[config.mk]
export PLATFORM = sky130hd
export DESIGN_NAME = multiword_add_seq
export DESIGN_NICKNAME = d
export VERILOG_FILES = /design/src/rtl/multiword_add_seq.sv
export SDC_FILE = /design/constraint.sdc
export NUM_CORES = 1
export LEC_CHECK = 0
export CELL_PAD_IN_SITES_DETAIL_PLACEMENT = 0
export CELL_PAD_IN_SITES_GLOBAL_PLACEMENT = 1
export CORE_ASPECT_RATIO = 0.8
export CORE_MARGIN = 8
export CORE_UTILIZATION = 42
export CTS_CLUSTER_DIAMETER = 40
export DETAILED_ROUTE_END_ITERATION = 16
export PLACE_DENSITY_LB_ADDON = 0.1
export SLEW_MARGIN = 5
export SYNTH_ARGS = -nofsm -noshare
export SYNTH_HDL_FRONTEND = slang
export SYNTH_SLANG_ARGS = --single-unit
[constraint.sdc]
create_clock -name clk -period 8.1 [get_ports clk]
set_clock_uncertainty 0.2 [all_clocks]
set_input_delay 0.81 -clock clk [delete_from_list [all_inputs] [get_ports clk]]
set_output_delay 0.81 -clock clk [all_outputs]
set_load 0.005 [all_outputs]
[src/rtl/multiword_add_seq.sv]
// rtl/multiword_add_seq.sv - WORDS x 8-bit add/subtract sequencer sharing one 8-bit adder slice
module multiword_add_seq #(
  parameter int WORDS = 4,
  parameter int SLICE = 8
) (
  input  logic                   clk,
  input  logic                   rst_n,
  input  logic                   start,
  input  logic                   sub,
  input  logic                   cin,
  input  logic [WORDS*SLICE-1:0] a,
  input  logic [WORDS*SLICE-1:0] b,
  output logic                   busy,
  output logic                   done,
  output logic [WORDS*SLICE-1:0] sum,
  output logic                   cout,
  output logic                   ovf
);
  localparam int            W        = WORDS * SLICE;
  localparam int            IW       = $clog2(WORDS);
  localparam logic [IW-1:0] LAST_IDX = IW'(WORDS - 1);

  typedef enum logic [1:0] {IDLE, RUN, DONE} state_t;

  state_t          r_state;
  logic [W-1:0]    r_a;
  logic [W-1:0]    r_b;
  logic [W-1:0]    r_sum;
  logic            r_carry;
  logic [IW-1:0]   r_idx;
  logic            r_busy;
  logic            r_done;
  logic            r_cout;
  logic            r_ovf;

  logic [SLICE-1:0] w_a_slice;
  logic [SLICE-1:0] w_b_slice;
  logic [SLICE:0]   w_res;

  // Select the operand bytes for the slice currently being processed.
  always_comb begin
    w_a_slice = '0;
    w_b_slice = '0;
    for (int k = 0; k < WORDS; k++) begin
      if (r_idx == IW'(k)) begin
        w_a_slice = r_a[k*SLICE +: SLICE];
        w_b_slice = r_b[k*SLICE +: SLICE];
      end
    end
  end

  assign w_res = {1'b0, w_a_slice} + {1'b0, w_b_slice} + {{SLICE{1'b0}}, r_carry};

  always_ff @(posedge clk or negedge rst_n) begin
    if (!rst_n) begin
      r_state <= IDLE;
      r_a     <= '0;
      r_b     <= '0;
      r_sum   <= '0;
      r_carry <= 1'b0;
      r_idx   <= '0;
      r_busy  <= 1'b0;
      r_done  <= 1'b0;
      r_cout  <= 1'b0;
      r_ovf   <= 1'b0;
    end else begin
      r_done <= 1'b0;
      case (r_state)
        IDLE, DONE: begin
          if (start) begin
            // Subtraction is A + ~B + 1: invert B once here and force carry-in.
            r_a     <= a;
            r_b     <= sub ? ~b : b;
            r_carry <= sub ? 1'b1 : cin;
            r_idx   <= '0;
            r_busy  <= 1'b1;
            r_state <= RUN;
          end else begin
            r_state <= IDLE;
          end
        end
        RUN: begin
          for (int k = 0; k < WORDS; k++) begin
            if (r_idx == IW'(k)) r_sum[k*SLICE +: SLICE] <= w_res[SLICE-1:0];
          end
          r_carry <= w_res[SLICE];
          r_idx   <= r_idx + 1'b1;
          if (r_idx == LAST_IDX) begin
            r_cout  <= w_res[SLICE];
            r_ovf   <= (w_a_slice[SLICE-1] == w_b_slice[SLICE-1]) &&
                       (w_res[SLICE-1] != w_a_slice[SLICE-1]);
            r_carry <= 1'b0;
            r_idx   <= '0;
            r_busy  <= 1'b0;
            r_done  <= 1'b1;
            r_state <= DONE;
          end
        end
        default: begin
          r_busy  <= 1'b0;
          r_state <= IDLE;
        end
      endcase
    end
  end

  assign busy = r_busy;
  assign done = r_done;
  assign sum  = r_sum;
  assign cout = r_cout;
  assign ovf  = r_ovf;

endmodule
Word level (Yosys, flattened, before mapping)
Cells that the tools add are included.
{"block": "classes", "n_addsub": 3, "n_bitwise": 1, "eq_ne": 9, "n_reduce_logical": 12, "mux": 24}
{"cell": "$mux 8", "count": 8}
{"cell": "$mux 32", "count": 1}
{"cell": "$not 32->32", "count": 1}
{"cell": "$reduce_and 2->1", "count": 7}
{"cell": "$add 8x8->9", "count": 1}
{"cell": "$add 9x1->9", "count": 1}
{"cell": "$mux 1", "count": 8}
{"cell": "$pmux 2 s2", "count": 2}
{"cell": "$eq 2x2->1 const B", "count": 3}
{"cell": "$mux 2", "count": 3}
{"cell": "$eq 2x1->1 const B", "count": 2}
{"cell": "$logic_not 2->1", "count": 2}
{"cell": "$ne 2x2->1 const B", "count": 2}
{"cell": "$pmux 1 s2", "count": 2}
{"cell": "$add 2x1->2 const B", "count": 1}
{"cell": "$reduce_bool 2->1", "count": 1}
{"cell": "$reduce_or 2->1", "count": 1}
{"cell": "$eq 1x1->1", "count": 1}
{"cell": "$logic_and 1x1->1", "count": 1}
{"cell": "$ne 1x1->1", "count": 1}
{"block": "totals", "output_inout_bits": 36, "elab_cells": 62, "register_bits": 105}

Logic depth before layout (Yosys ltp)
Gate-level depths: netlist of run 1.
{"block": "depth", "word_depth": 9, "depth_mapped": 16}

Least setup slack after synthesis of run 1
Ideal clock, no wire load.
{"block": "synth_timing", "path_kind": "register -> register", "startpoint": "reg r_idx[0]", "endpoint": "reg r_sum[14] (netlist: sum[14])", "path_buffers": 2, "arrival_time_ns": 2.725, "slack_ns": 5.043, "setup_ns": 0.132, "path_stages_with_launch": 16, "cell_sequence": "dfrtp_1 -> inv_1 -> ha_1 -> clkbuf_1 -> clkbuf_1 -> a21oi_1 -> nor2_1 -> a21oi_1 -> fa_1 -> inv_1 -> fa_1 -> a211oi_2 -> o21bai_1 -> a21oi_1 -> xor2_1 -> o21ai_0"}
{"block": "synth_between", "elab_chain_cells": 7, "word_cells_on_any_way": 15}
{"element": "start: declaration", "line": "30", "source": "logic [IW-1:0] r_idx;"}
{"element": "start signal: assignment", "line": "87", "source": "r_idx <= r_idx + 1'b1;"}
{"element": "$logic_not 2->1", "line": "45", "source": "if (r_idx == IW'(k)) begin"}
{"element": "$mux 8 (4 in series)", "line": "45"}
{"element": "$add 8x8->9", "line": "52", "source": "assign w_res = {1'b0, w_a_slice} + {1'b0, w_b_slice} + {{SLICE{1'b0}}, r_carry};"}
{"element": "$add 9x1->9", "line": "52"}
{"element": "end signal: indexed assignment", "line": "84", "source": "if (r_idx == IW'(k)) r_sum[k*SLICE +: SLICE] <= w_res[SLICE-1:0];"}
{"element": "end: declaration", "line": "28", "source": "logic [W-1:0] r_sum;"}
Several ways; a longest one is shown, not always the timed one.
A chain may end at the register's enable or synchronous reset.

Worst setup path after layout of run 1
{"block": "layout_timing", "startpoint": "reg r_idx[1]", "endpoint": "reg r_sum[14] (netlist: sum[14])"}
Same word-level chain as after synthesis.

==> impl_summary.log, run 1 <==
INFO  metric synth_compound_gate_area_share = 0.1368
INFO  metric hold_bufs_inserted_after_cts = 0
INFO  metric dr.first_iter.drc_count = 163
INFO  metric synth_nets = 578
INFO  metric global_route.usage.total = 0.1572
INFO  metric yosysWarnings = 0
INFO  metric first_global_vias = 3908
INFO  metric crit_fanout = 33
INFO  metric final_cells = 731
INFO  metric critical-path-slowest-cell = ha_1
INFO  metric tritoncts = done
INFO  metric antenna_violating_nets_post_route = 0
INFO  metric area_delta_synth_final = 27.95%
INFO  metric dr.pass1.iters = 4
INFO  metric timing.hold.worst.start = r_b[18]$_DFFE_PN0P_
INFO  metric wl = 11900 um
INFO  metric dp_hpwl = 8890 um
INFO  metric layout_cells_sized_above_1 = 0.1012
INFO  metric cellPowerDensity = approximately 420 nW/um2
INFO  metric endpoints_failing_hold = 0
INFO  metric tightest_slew = about 1.1 ns
INFO  metric total_area_of_multi_input_combinational_cells = 2231 um2
INFO  metric critical_path.n_buffers_inverters = 2
INFO  metric path_clk_slew = 0.07 ns
INFO  metric yosys.area_share.simple = 0.1238
INFO  metric floorplan.core_area = between 10000 and 15000 um2
INFO  metric max_clock_freq = 252.6 MHz
INFO  metric cp_slowest_stage_delay = 0.77 ns
INFO  metric gp_routability_congestion = around 0.83
INFO  metric placementRows = 35
INFO  metric ys.flop_type = dfrtp_1
INFO  metric synth.mux.area_fraction = 0.08072
INFO  metric hp-class = flop to flop
INFO  metric netlist.area_leader.share = 0.5232
INFO  metric tritoncts_num_sinks = 105
INFO  metric final-seq-area = 2628 um2
INFO  metric crit_top_cell = a21oi_1
INFO  metric path_class = flop to flop
INFO  metric p_leak = 2.709 nW
INFO  metric finalCoreUtilization = 0.5537
INFO  metric vdd.ir_drop.worst = 0.0001596 V
INFO  metric synthArstFlopShare = 1.000
INFO  metric numPortBuffers = 104
INFO  metric remaining_drc_errors = 0
INFO  metric grt_first_pass_wirelength = 19970 um
INFO  metric floorplan.die_area = 15730 um2
INFO  metric cap_viol_max_count = 0
INFO  metric main_combinational_cell_family_by_area_after_synthesis = compound AO/OA/AOI/OAI gates
INFO  metric start_util = 0.4328
INFO  metric synth_enable_flop_cells = 0
INFO  metric status = finished, final reports clean
INFO  metric synth.yosys.seq_area_share = 0.5232
INFO  metric total_clock_buffers_created_by_cts = 9
INFO  metric worstReg2RegStart = r_idx[1]$_DFFE_PN0P_
INFO  metric boundaryPins = about 110
INFO  metric post_synth.cell_area_avg = 10.13 um2
INFO  metric setup.reg_to_reg.worst_slack = 4.14 ns
INFO  metric wl_per_cell = ~16 um
INFO  metric worstSkewPairLatency = 0.34 ns
INFO  metric post_synth_num_cell_types = 33
INFO  metric adder_cell_share_of_the_synthesized_area = 0.03538
INFO  metric yosys_register_bits = 105
INFO  metric n_antenna_cell = 0
INFO  metric period_needed = 3.959 ns
INFO  metric synth.area.top_cells = dfrtp_1 (52%), mux2_2 (8.1%), nand2_1 (7.5%), o21ai_0 (7.3%), xnor2_1 (5.8%)
INFO  metric cts_post_setup_buffers_inserted = 0
INFO  metric post_cts_resized = 0
INFO  metric synthesis.area = 5022 um2
INFO  metric synth_xor_area_frac = 0.06602
INFO  metric synth.top_cells.by_count = dfrtp_1 (105), nand2_1 (101), o21ai_0 (73)
INFO  metric timing.critical_path.arrival = around 4.0 ns
INFO  metric number_of_pins_exceeding_their_max_slew_limit_in_the_final_report = 0
INFO  metric synthCells = 496
INFO  metric finalSetupViolCount = 0
INFO  metric startpoint_type = flop
INFO  metric critical_path.cell_chain = inv_1 > ha_1 > nand3b_1 > a21oi_1 > a21oi_1 > nor2_1 > a21oi_1 > fa_1 > inv_1 > fa_1 > a211oi_2 > o21bai_1 > a21oi_1 > xor2_1 > o21ai_0
INFO  metric fin_tns_setup = 0 ns
INFO  metric finish.net_count = between 600 and 700
INFO  metric end_kind = flop
INFO  metric ctsRootBufferMaster = clkbuf_16
INFO  metric clock_tree.htree_level_count = 3
INFO  metric final.period_utilization = 0.4887
INFO  metric clk_path_buf_depth = 2
INFO  metric cp_data_required_time = between 8 and 9 ns
INFO  metric globalRoute.totalOverflow = 0
INFO  metric vias = 3740
INFO  metric synthMostInstantiatedCell = dfrtp_1
INFO  metric critPathLaunch = r_idx[1]$_DFFE_PN0P_
INFO  metric die_y = 113.8 um
INFO  metric chipWidth = between 100 and 150 um
INFO  metric headroom_to_the_max_slew_limit = 0.2669
INFO  metric filler_cell_count = between 1000 and 1500
INFO  metric rsz0062_at_grt = no
INFO  metric dp.cells = 716
INFO  metric worst_path_dominant_cell_family = adder cells
INFO  metric vias_per_cell = 5.116
INFO  metric antenna_violations_before_repair = 0
INFO  metric synth_top_area_cell = dfrtp_1
INFO  metric grt_max_degree = 103
==> metrics by stage <==
| stage | setup WS, ns | hold slack [ns] | power (mW) | area (um2) |
|---|---|---|---|---|
| 5_1_grt | 3.802 | 0.3039 | 2.955 | 6426 |
| 3_5_place_dp | 4.153 | 0.2698 | 2.286 | 6115 |
| 3_3_place_gp | 4.350 | 0.2624 | 2.249 | 6115 |
| 4_1_cts | 4.132 | 0.2835 | 2.751 | 6426 |
| 6_report | 4.141 | 0.2819 | 2.713 | 6426 |
| 2_1_floorplan | 5.043 | 0.2500 | 1.780 | 5022 |
==> layer usage <==
layer | vias up | GRT usage | wire length, um
li1 | 1835 | - | -
met1 | 1805 | 0.2076 | 5747
met2 | 91 | 0.2482 | 5490
met3 | 9 | 0.04194 | 526
met4 | 0 | 0.04552 | 131
met5 | - | 0 | 0
==> cell families (layout without fill, tap and decap cells) <==
kind of cell             after synthesis  in the layout
AO/OA/AOI/OAI                        128            128
XOR/XNOR                              37             37
adder cells (fa/ha/maj)               13             13
buffers and inverters                 40            127
flip-flops                           105            105
multiplexers                          36             36
AND/OR/NAND/NOR                      137            137
==> cell type report <==
class | instances | share of cell area
inverter | 6 | 0.003505
tap | 148 | 0.02882
clock inverter | 3 | 0.01012
multi-input combinational | 351 | 0.3472
timing repair buffer | 106 | 0.1632
sequential | 105 | 0.4089
clock buffer | 12 | 0.03836
==> worst paths after layout <==
path	end	depth (start not counted)
worst max register to register	sum[14]$_DFFE_PN0P_	15
max in group asynchronous	r_a[8]$_DFFE_PN0P_	2
min in group asynchronous	r_a[12]$_DFFE_PN0P_	1
worst min register to register	r_b[18]$_DFFE_PN0P_	2
worst min-delay path	r_b[18]$_DFFE_PN0P_	2
worst max-delay path	sum[14]$_DFFE_PN0P_	15
==> layout by cell type, fill, tap and decap left out, drive strengths merged, types with 5 or more instances in the layout <==
cell	instances
o31ai	5
mux2	36
inv	6
ha	11
clkdlybuf4s50	102
dfrtp	105
nand2	101
nand2b	7
xnor2	33
a21oi	36
nand3b	16
clkbuf	12
o21ai	78
==> flip-flops by register name, indices dropped and copies added, names as in the netlist <==
register,flops
busy,1
cout,1
done,1
ovf,1
r_a,32
r_b,32
r_carry,1
r_idx,2
r_state,2
sum,32
==> worst reg2reg max path, stage by stage, from the launching register on <==
cell	delay (ns)
dfrtp_1	0.42
inv_1	0.09
ha_1	0.77
nand3b_1	0.21
a21oi_1	0.08
a21oi_1	0.16
nor2_1	0.05
a21oi_1	0.18
fa_1	0.23
inv_1	0.06
fa_1	0.44
a211oi_2	0.23
o21bai_1	0.10
a21oi_1	0.17
xor2_1	0.29
o21ai_0	0.14
==> power by group <==
group,internal [mW],switching [mW]
combinational,0.599,0.730
clock,0.277,0.179
sequential,0.781,0.147
No activity file was read; power rests on OpenSTA's default activity.
==> inputs of run 2 (changes only) <==
--- a/config.mk
+++ b/config.mk
@@ -9,7 +9,7 @@
 export CELL_PAD_IN_SITES_GLOBAL_PLACEMENT = 1
 export CORE_ASPECT_RATIO = 0.8
 export CORE_MARGIN = 8
-export CORE_UTILIZATION = 42
+export CORE_UTILIZATION = 36
 export CTS_CLUSTER_DIAMETER = 40
 export DETAILED_ROUTE_END_ITERATION = 16
 export PLACE_DENSITY_LB_ADDON = 0.1
==> constraint.sdc (replaced) <==
create_clock -name clk -period 3.5 [get_ports clk]
set_clock_uncertainty 0.2 [all_clocks]
set_input_delay 0.35 -clock clk [delete_from_list [all_inputs] [get_ports clk]]
set_output_delay 0.35 -clock clk [all_outputs]
set_load 0.005 [all_outputs]
==> run 2 against run 1 <==
- worst hold slack improved by 0.0012 ns
- register-to-register slack got worse by 3.9 ns
- non-clock buffer count increased by 8
- clock power increased by 120%
- design area increased by 1.9%
- count of clock-buffer cells in the layout unchanged
- sequential share of layout area decreased by 0.76 points
- die area increased by 14%
- total power increased by 130%
- cell count increased by 5.6%
- critical endpoint is now sum[22]$_DFFE_PN0P_
==> impl_summary.log, run 2 (synthesis gave the netlist of run 1 again) <==
INFO  metric status = finished, final reports clean
INFO  metric worst_path_dominant_cell_family = compound AO/OA/AOI/OAI gates
INFO  metric final-seq-area = 2629 um2
INFO  metric cap_viol_max_count = 0
INFO  metric globalRoute.totalOverflow = 0
INFO  metric clk_path_buf_depth = 2
INFO  metric endpoints_failing_hold = 0
INFO  metric layout.cells.most_common = dfrtp_1
INFO  metric rsz0062_at_grt = no
INFO  metric timing.critical_path.arrival = ~3.2 ns
INFO  metric placementRows = 38
INFO  metric cp_data_required_time = 3.49 ns
INFO  metric grt_max_degree = roughly 100
INFO  metric worstSkewPairLatency = 0.34 ns
INFO  metric tritoncts = done
INFO  metric pwr-share-clk = 0.161
INFO  metric period_needed = 3.222 ns
INFO  metric vdd.ir_drop.worst = about 0.00045 V
INFO  metric number_of_pins_exceeding_their_max_slew_limit_in_the_final_report = 0
INFO  metric wl_per_cell = between 15 and 20 um
INFO  metric max_clock_freq = 310.4 MHz
INFO  metric report.power.total = ~6.3 mW
INFO  metric clock_tree.htree_level_count = 3
INFO  metric n_antenna_cell = 0
INFO  metric placed_area = between 6000 and 7000 um2
INFO  metric cellPowerDensity = 966.3 nW/um2
INFO  metric dp.cells = about 760
INFO  metric cp_slowest_stage_delay = between 0.4 and 0.5 ns
INFO  metric gp_routability_congestion = a little over 0.8
INFO  metric area_delta_synth_final = 30.44%
INFO  metric total_net_switching_power = 2.474 mW
INFO  metric path_clk_slew = 0.06 ns
INFO  metric crit_fanout = 7
INFO  metric die_y = 121.6 um
INFO  metric first_global_vias = approximately 4000
INFO  metric stdcell_area = 6551 um2
INFO  metric p_leak = around 2.7 nW
INFO  metric finalCoreUtilization = 0.4818
INFO  metric numPortBuffers = 104
INFO  metric power_frac_comb = 0.498
INFO  metric startpoint_type = flop
INFO  metric crit_top_cell = a21oi_1
INFO  metric final.period_utilization = 0.9206
INFO  metric filler_cell_count = 1306
INFO  metric antenna_violations_before_repair = 0
INFO  metric fin_tns_setup = 0 ns
INFO  metric global_route.usage.total = 0.1451
INFO  metric preCtsSetupSlack = 0.1019 ns
INFO  metric finish.net_count = ~670
INFO  metric final_cells = 772
INFO  metric cell_internal_pwr = 3.856 mW
INFO  metric remaining_drc_errors = 0
INFO  metric dr.first_iter.drc_count = ~180
INFO  metric wl = 12480 um
INFO  metric grt_first_pass_wirelength = 20960 um
INFO  metric tightest_slew = approximately 1.1 ns
INFO  metric critical_path.n_buffers_inverters = 2
INFO  metric critical_path.cell_chain = inv_1 > ha_2 > nand3b_1 > a21oi_1 > a21oi_1 > nor2_1 > a21oi_1 > fa_1 > inv_1 > fa_1 > a211oi_2 > o21bai_1 > a21oi_1 > xor2_1 > o21ai_0
INFO  metric whs = around 0.28 ns
INFO  metric ctsRootBufferMaster = clkbuf_16
INFO  metric start_util = 0.3693
INFO  metric layout_cells_sized_above_1 = 0.1233
INFO  metric final.setup.worst_slack = 0.2780 ns
INFO  metric total_clock_buffers_created_by_cts = 9
INFO  metric tritoncts_num_sinks = 105
INFO  metric boundaryPins = 105
INFO  metric end_kind = flop
INFO  metric mostFrequentLayoutCells = dfrtp_1 (104), clkdlybuf4s50_1 (102), nand2_1 (101), o21ai_0 (70)
INFO  metric path_class = flop to flop
INFO  metric dr.pass1.iters = 4
INFO  metric vias = 3726
INFO  metric cts_post_setup_buffers_inserted = 0
INFO  metric total_area_of_multi_input_combinational_cells = 2243 um2
INFO  metric headroom_to_the_max_slew_limit = 0.2959
INFO  metric vias_per_cell = 4.826
INFO  metric floorplan.core_area = 13600 um2
INFO  metric dp_hpwl = 9445 um
INFO  metric antenna_violating_nets_post_route = 0
INFO  metric net_switching_fraction_of_the_power = 0.3909
INFO  metric power.share.sequential = 0.341
INFO  metric finalSetupViolCount = 0
INFO  metric critical-path-slowest-cell = fa_1
INFO  metric chipWidth = about 150 um
INFO  metric floorplan.die_area = 18010 um2
INFO  metric hp-class = flop to flop
[run 2: repair_timing]
item | in CTS | in global routing
resized for setup | 0 | 8
endpoints found under the setup margin | 0 | 22
hold buffers | 1 | 0
hold endpoints to repair | 50 | 0
[run 2: layout make-up]
type / count / area share
inverter: 6 / 0.003438
clock inverter: 4 / 0.007830
timing repair buffer: 114 / 0.1715
sequential: 105 / 0.4013
clock buffer: 12 / 0.03915
tap: 180 / 0.03438
multi-input combinational: 351 / 0.3424
[run 2: worst paths after layout]
| path | start | to | slack, ns | cells after the start |
|---|---|---|---|---|
| max | r_idx[1]$_DFFE_PN0P_ | sum[22]$_DFFE_PN0P_ | 0.28 | 15 |
| min reg2reg | sum[0]$_DFFE_PN0P_ | sum[0]$_DFFE_PN0P_ | 0.28 | 2 |
| min | sum[0]$_DFFE_PN0P_ | sum[0]$_DFFE_PN0P_ | 0.28 | 2 |
| max reg2reg | r_idx[1]$_DFFE_PN0P_ | sum[22]$_DFFE_PN0P_ | 0.28 | 15 |
| min in group asynchronous | rst_n | r_a[15]$_DFFE_PN0P_ | 0.39 | 2 |
| max in group asynchronous | rst_n | sum[21]$_DFFE_PN0P_ | 1.88 | 3 |
[run 2: worst register-to-register path, delay by kind of cell, from the launching register on]
| kind | cells | cell delay [ns] |
|---|---|---|
| xor gates and xnor gates | 1 | 0.27 |
| and+or+nand+nor | 2 | 0.17 |
| adders and majority gates | 3 | 0.87 |
| buffers and inverters | 2 | 0.15 |
| AOI/OAI and AO/OA | 7 | 1.01 |
| DFF | 1 | 0.41 |
[run 2: layer usage]
layer	track usage	part of all wire	up-vias
met4	0.03369	0.0075	0
li1	-	-	1859
met1	0.1957	0.49	1797
met5	0	0	-
met2	0.2309	0.46	63
met3	0.03706	0.039	7
[run 2: power by group through the flow]
| stage | Combinational (mW) | Sequential (mW) | Clock [mW] |
|---|---|---|---|
| finish | 3.15 | 2.16 | 1.02 |
| global route | 3.58 | 2.25 | 1.10 |
| CTS | 3.18 | 2.17 | 1.05 |
| detailed placement | 3.18 | 2.19 | 0 |
| global placement | 3.12 | 2.18 | 0 |
| floorplan | 2.04 | 2.07 | 0 |
==> inputs of run 3 (changes only) <==
--- a/config.mk
+++ b/config.mk
@@ -9,10 +9,11 @@
 export CELL_PAD_IN_SITES_GLOBAL_PLACEMENT = 1
 export CORE_ASPECT_RATIO = 0.8
 export CORE_MARGIN = 8
-export CORE_UTILIZATION = 36
+export CORE_UTILIZATION = 39
 export CTS_CLUSTER_DIAMETER = 40
 export DETAILED_ROUTE_END_ITERATION = 16
 export PLACE_DENSITY_LB_ADDON = 0.1
+export RECOVER_POWER = 50
 export SLEW_MARGIN = 5
 export SYNTH_ARGS = -nofsm -noshare
 export SYNTH_HDL_FRONTEND = slang
==> constraint.sdc (replaced) <==
create_clock -name clk -period 3.45 [get_ports clk]
set_clock_uncertainty 0.2 [all_clocks]
set_input_delay 0.345 -clock clk [delete_from_list [all_inputs] [get_ports clk]]
set_output_delay 0.345 -clock clk [all_outputs]
set_load 0.005 [all_outputs]
==> run 3 against run 2 <==
- maximum frequency up 1.2%
- sequential share of layout area down 0.092 points
- combinational power up 2%
- die area down 6.8%
- worst hold slack worse by 0.0015 ns
- global-route usage up 0.53 points
- total power up 2.8%
- flip-flop and latch count unchanged
- sequential power about the same
- via count up 0.27%
- critical path depth unchanged
- largest cell class unchanged
- largest power group unchanged
==> impl_summary.log, run 3 (synthesis gave the netlist of run 1 again) <==
INFO  metric status = finished, final reports clean
INFO  metric reg2reg_depth = 15
INFO  metric tritoncts = done
INFO  metric finalCoreUtilization = 0.5158
INFO  metric dr.pass1.iters = 4
INFO  metric grtUsageMet1 = 0.1969
INFO  metric fin_tns_setup = 0 ns
INFO  metric first_global_vias = 3928
INFO  metric dp_hpwl = 9188 um
INFO  metric power_frac_comb = 0.495
INFO  metric vias_per_cell = 4.858
INFO  metric critPathLaunch = r_idx[1]$_DFFE_PN0P_
INFO  metric mostFrequentLayoutCells = dfrtp_1 (104), nand2_1 (101), clkdlybuf4s50_1 (84), o21ai_0 (72), mux2_2 (36)
INFO  metric cp-endpoint = sum[14]$_DFFE_PN0P_
INFO  metric worstSkewPairLatency = around 0.35 ns
INFO  metric startpoint_type = flop
INFO  metric global_route.usage.total = 0.1504
INFO  metric hp-class = flop to flop
INFO  metric final-seq-area = roughly 2600 um2
INFO  metric use_met3 = 0.03527
INFO  metric crit_fanout = 7
INFO  metric cellPowerDensity = ~990 nW/um2
INFO  metric number_of_pins_exceeding_their_max_slew_limit_in_the_final_report = 0
INFO  metric filler_cell_count = ~1200
INFO  metric boundaryPins = ~110
INFO  metric ctsRootBufferMaster = clkbuf_16
INFO  metric total_net_switching_power = approximately 2.5 mW
INFO  metric critical_path.cell_chain = inv_1 > ha_4 > nand3b_1 > a21oi_1 > a21oi_1 > nor2_1 > a21oi_2 > fa_1 > inv_1 > fa_1 > a211oi_2 > o21bai_1 > a21oi_1 > xor2_1 > o21ai_0
INFO  metric timing.hold.worst.start = sum[16]$_DFFE_PN0P_
INFO  metric path_clk_slew = ~0.07 ns
INFO  metric floorplan.die_area = 16790 um2
INFO  metric critical-path-slowest-cell = fa_1
INFO  metric report.power.total = 6.506 mW
INFO  metric antenna_violating_nets_post_route = 0
INFO  metric gr_busiest_metal = met2
INFO  metric crit_top_cell = a21oi_1
INFO  metric net_switching_fraction_of_the_power = 0.3907
INFO  metric setup.reg_to_reg.worst_slack = 0.27 ns
INFO  metric power.share.sequential = 0.337
INFO  metric rsz0062_at_grt = no
INFO  metric cp_data_required_time = roughly 3.5 ns
INFO  metric gp_routability_congestion = 0.8573
INFO  metric pwr-share-clk = 0.168
INFO  metric period_needed = 3.183 ns
INFO  metric tritoncts_num_sinks = 105
INFO  metric cell_internal_pwr = 3.964 mW
INFO  metric numPortBuffers = approximately 100
INFO  metric wl_per_cell = 15.86 um
INFO  metric finish.net_count = around 670
INFO  metric finalSetupViolCount = 0
INFO  metric global_route.usage.met2 = 0.2411
INFO  metric globalRoute.totalOverflow = 0
INFO  metric cap_viol_max_count = 0
INFO  metric whs = 0.2816 ns
INFO  metric cp_slowest_stage_delay = about 0.43 ns
INFO  metric vias = 3736
INFO  metric p_leak = between 2 and 3 nW
INFO  metric die_y = 117.5 um
INFO  metric total_area_of_multi_input_combinational_cells = about 2300 um2
INFO  metric end_kind = flop
INFO  metric grt_first_pass_wirelength = between 20000 and 25000 um
INFO  metric layout.cells.most_common = dfrtp_1
INFO  metric n_antenna_cell = 0
INFO  metric antenna_violations_before_repair = 0
INFO  metric endpoints_failing_hold = 0
INFO  metric wl = 12200 um
INFO  metric worstReg2RegStart = r_idx[1]$_DFFE_PN0P_
INFO  metric headroom_to_the_max_slew_limit = 0.1649
INFO  metric critical_path.reg2reg.endpoint = sum[14]$_DFFE_PN0P_
INFO  metric chipWidth = roughly 140 um
INFO  metric dr.first_iter.drc_count = 219
INFO  metric remaining_drc_errors = 0
INFO  metric final.period_utilization = 0.9227
INFO  metric clk_path_buf_depth = 2
INFO  metric max_clock_freq = 314.1 MHz
INFO  metric start_util = 0.3945
INFO  metric floorplan.core_area = 12730 um2
INFO  metric layout_cells_sized_above_1 = 0.1279
INFO  metric area_delta_synth_final = 30.74%
INFO  metric placementRows = 37
INFO  metric clock_tree.htree_level_count = 3
INFO  metric tightest_slew = 1.253 ns
INFO  metric grt_max_degree = 103
INFO  metric vdd.ir_drop.worst = 0.0003537 V
INFO  metric total_clock_buffers_created_by_cts = 9
INFO  metric timing.critical_path.arrival = 3.18 ns
INFO  metric path_class = flop to flop
-- run 3: cell types whose count changed in the layout (fill, tap and decap cells not counted), sizes merged --
cell,previous run,this run
clkdlybuf4s50,102,84
dlygate4sd3,1,19
clkinvlp,1,0
clkbuf,12,13
clkinv,2,3
bufinv,1,2
-- run 3: how the worst min path moves through the flow --
stage | endpoint | slack, ns | depth (start not counted)
after global routing | sum[7]$_DFFE_PN0P_ | 0.31 | 2
after floorplan | busy$_DFFE_PN0P_ | -0.15 | 0
after detailed placement | r_b[11]$_DFFE_PN0P_ | 0.22 | 1
after CTS | r_b[18]$_DFFE_PN0P_ | 0.29 | 2
final | sum[16]$_DFFE_PN0P_ | 0.28 | 2
after global placement | r_b[11]$_DFFE_PN0P_ | 0.22 | 1
-- run 3: timing repair --
action | CTS | global route
setup buffers | 0 | 1
hold buffers | 1 | 0
endpoints found under the hold margin | 51 | 0
cloned | 0 | 0
pin swaps | 0 | 1
endpoints found under the setup margin | 4 | 21
resized for setup | 1 | 7
-- run 3: power by group through the flow --
stage / logic, mW / registers (mW) / clock network (mW)
floorplan: 2.07 / 2.11 / 0
global placement: 3.19 / 2.21 / 0
detailed placement: 3.25 / 2.22 / 0
CTS: 3.27 / 2.20 / 1.12
global route: 3.59 / 2.27 / 1.16
finish: 3.22 / 2.19 / 1.09
-- run 3: area by class of cell --
cell class | instances | area share
tap | 175 | 0.03335
sequential | 105 | 0.4003
timing repair buffer | 116 | 0.1704
clock buffer | 11 | 0.03697
clock inverter | 5 | 0.01200
inverter | 6 | 0.003430
multi-input combinational | 351 | 0.3436
-- run 3: metrics by stage --
step                      setup WS (ns)  cells  instance area (um2)
after floorplan                  0.3930    496                 5022
after detailed placement        0.01448    751                 6221
final                            0.2668    769                 6566
after CTS                       0.06205    768                 6555
after global placement           0.1477    751                 6221
after global routing           0.009843    769                 6566
-- run 3: worst max-delay path, delay by kind of cell (launching register included) --
kind,cells,cell delay [ns]
AND/OR/NAND/NOR,2,0.18
flip-flops,1,0.41
AO/OA/AOI/OAI,7,0.97
XOR/XNOR,1,0.25
buffers and inverters,2,0.19
adder cells (fa/ha/maj),3,0.83
-- run 3: metal layers --
metal / vias to the layer above / part of all wire / routed length, um
met2: 71 / 0.46 / 5667
met5: - / 0 / 0
met3: 13 / 0.042 / 516
met4: 0 / 0.013 / 153
met1: 1789 / 0.48 / 5862
li1: 1863 / - / -
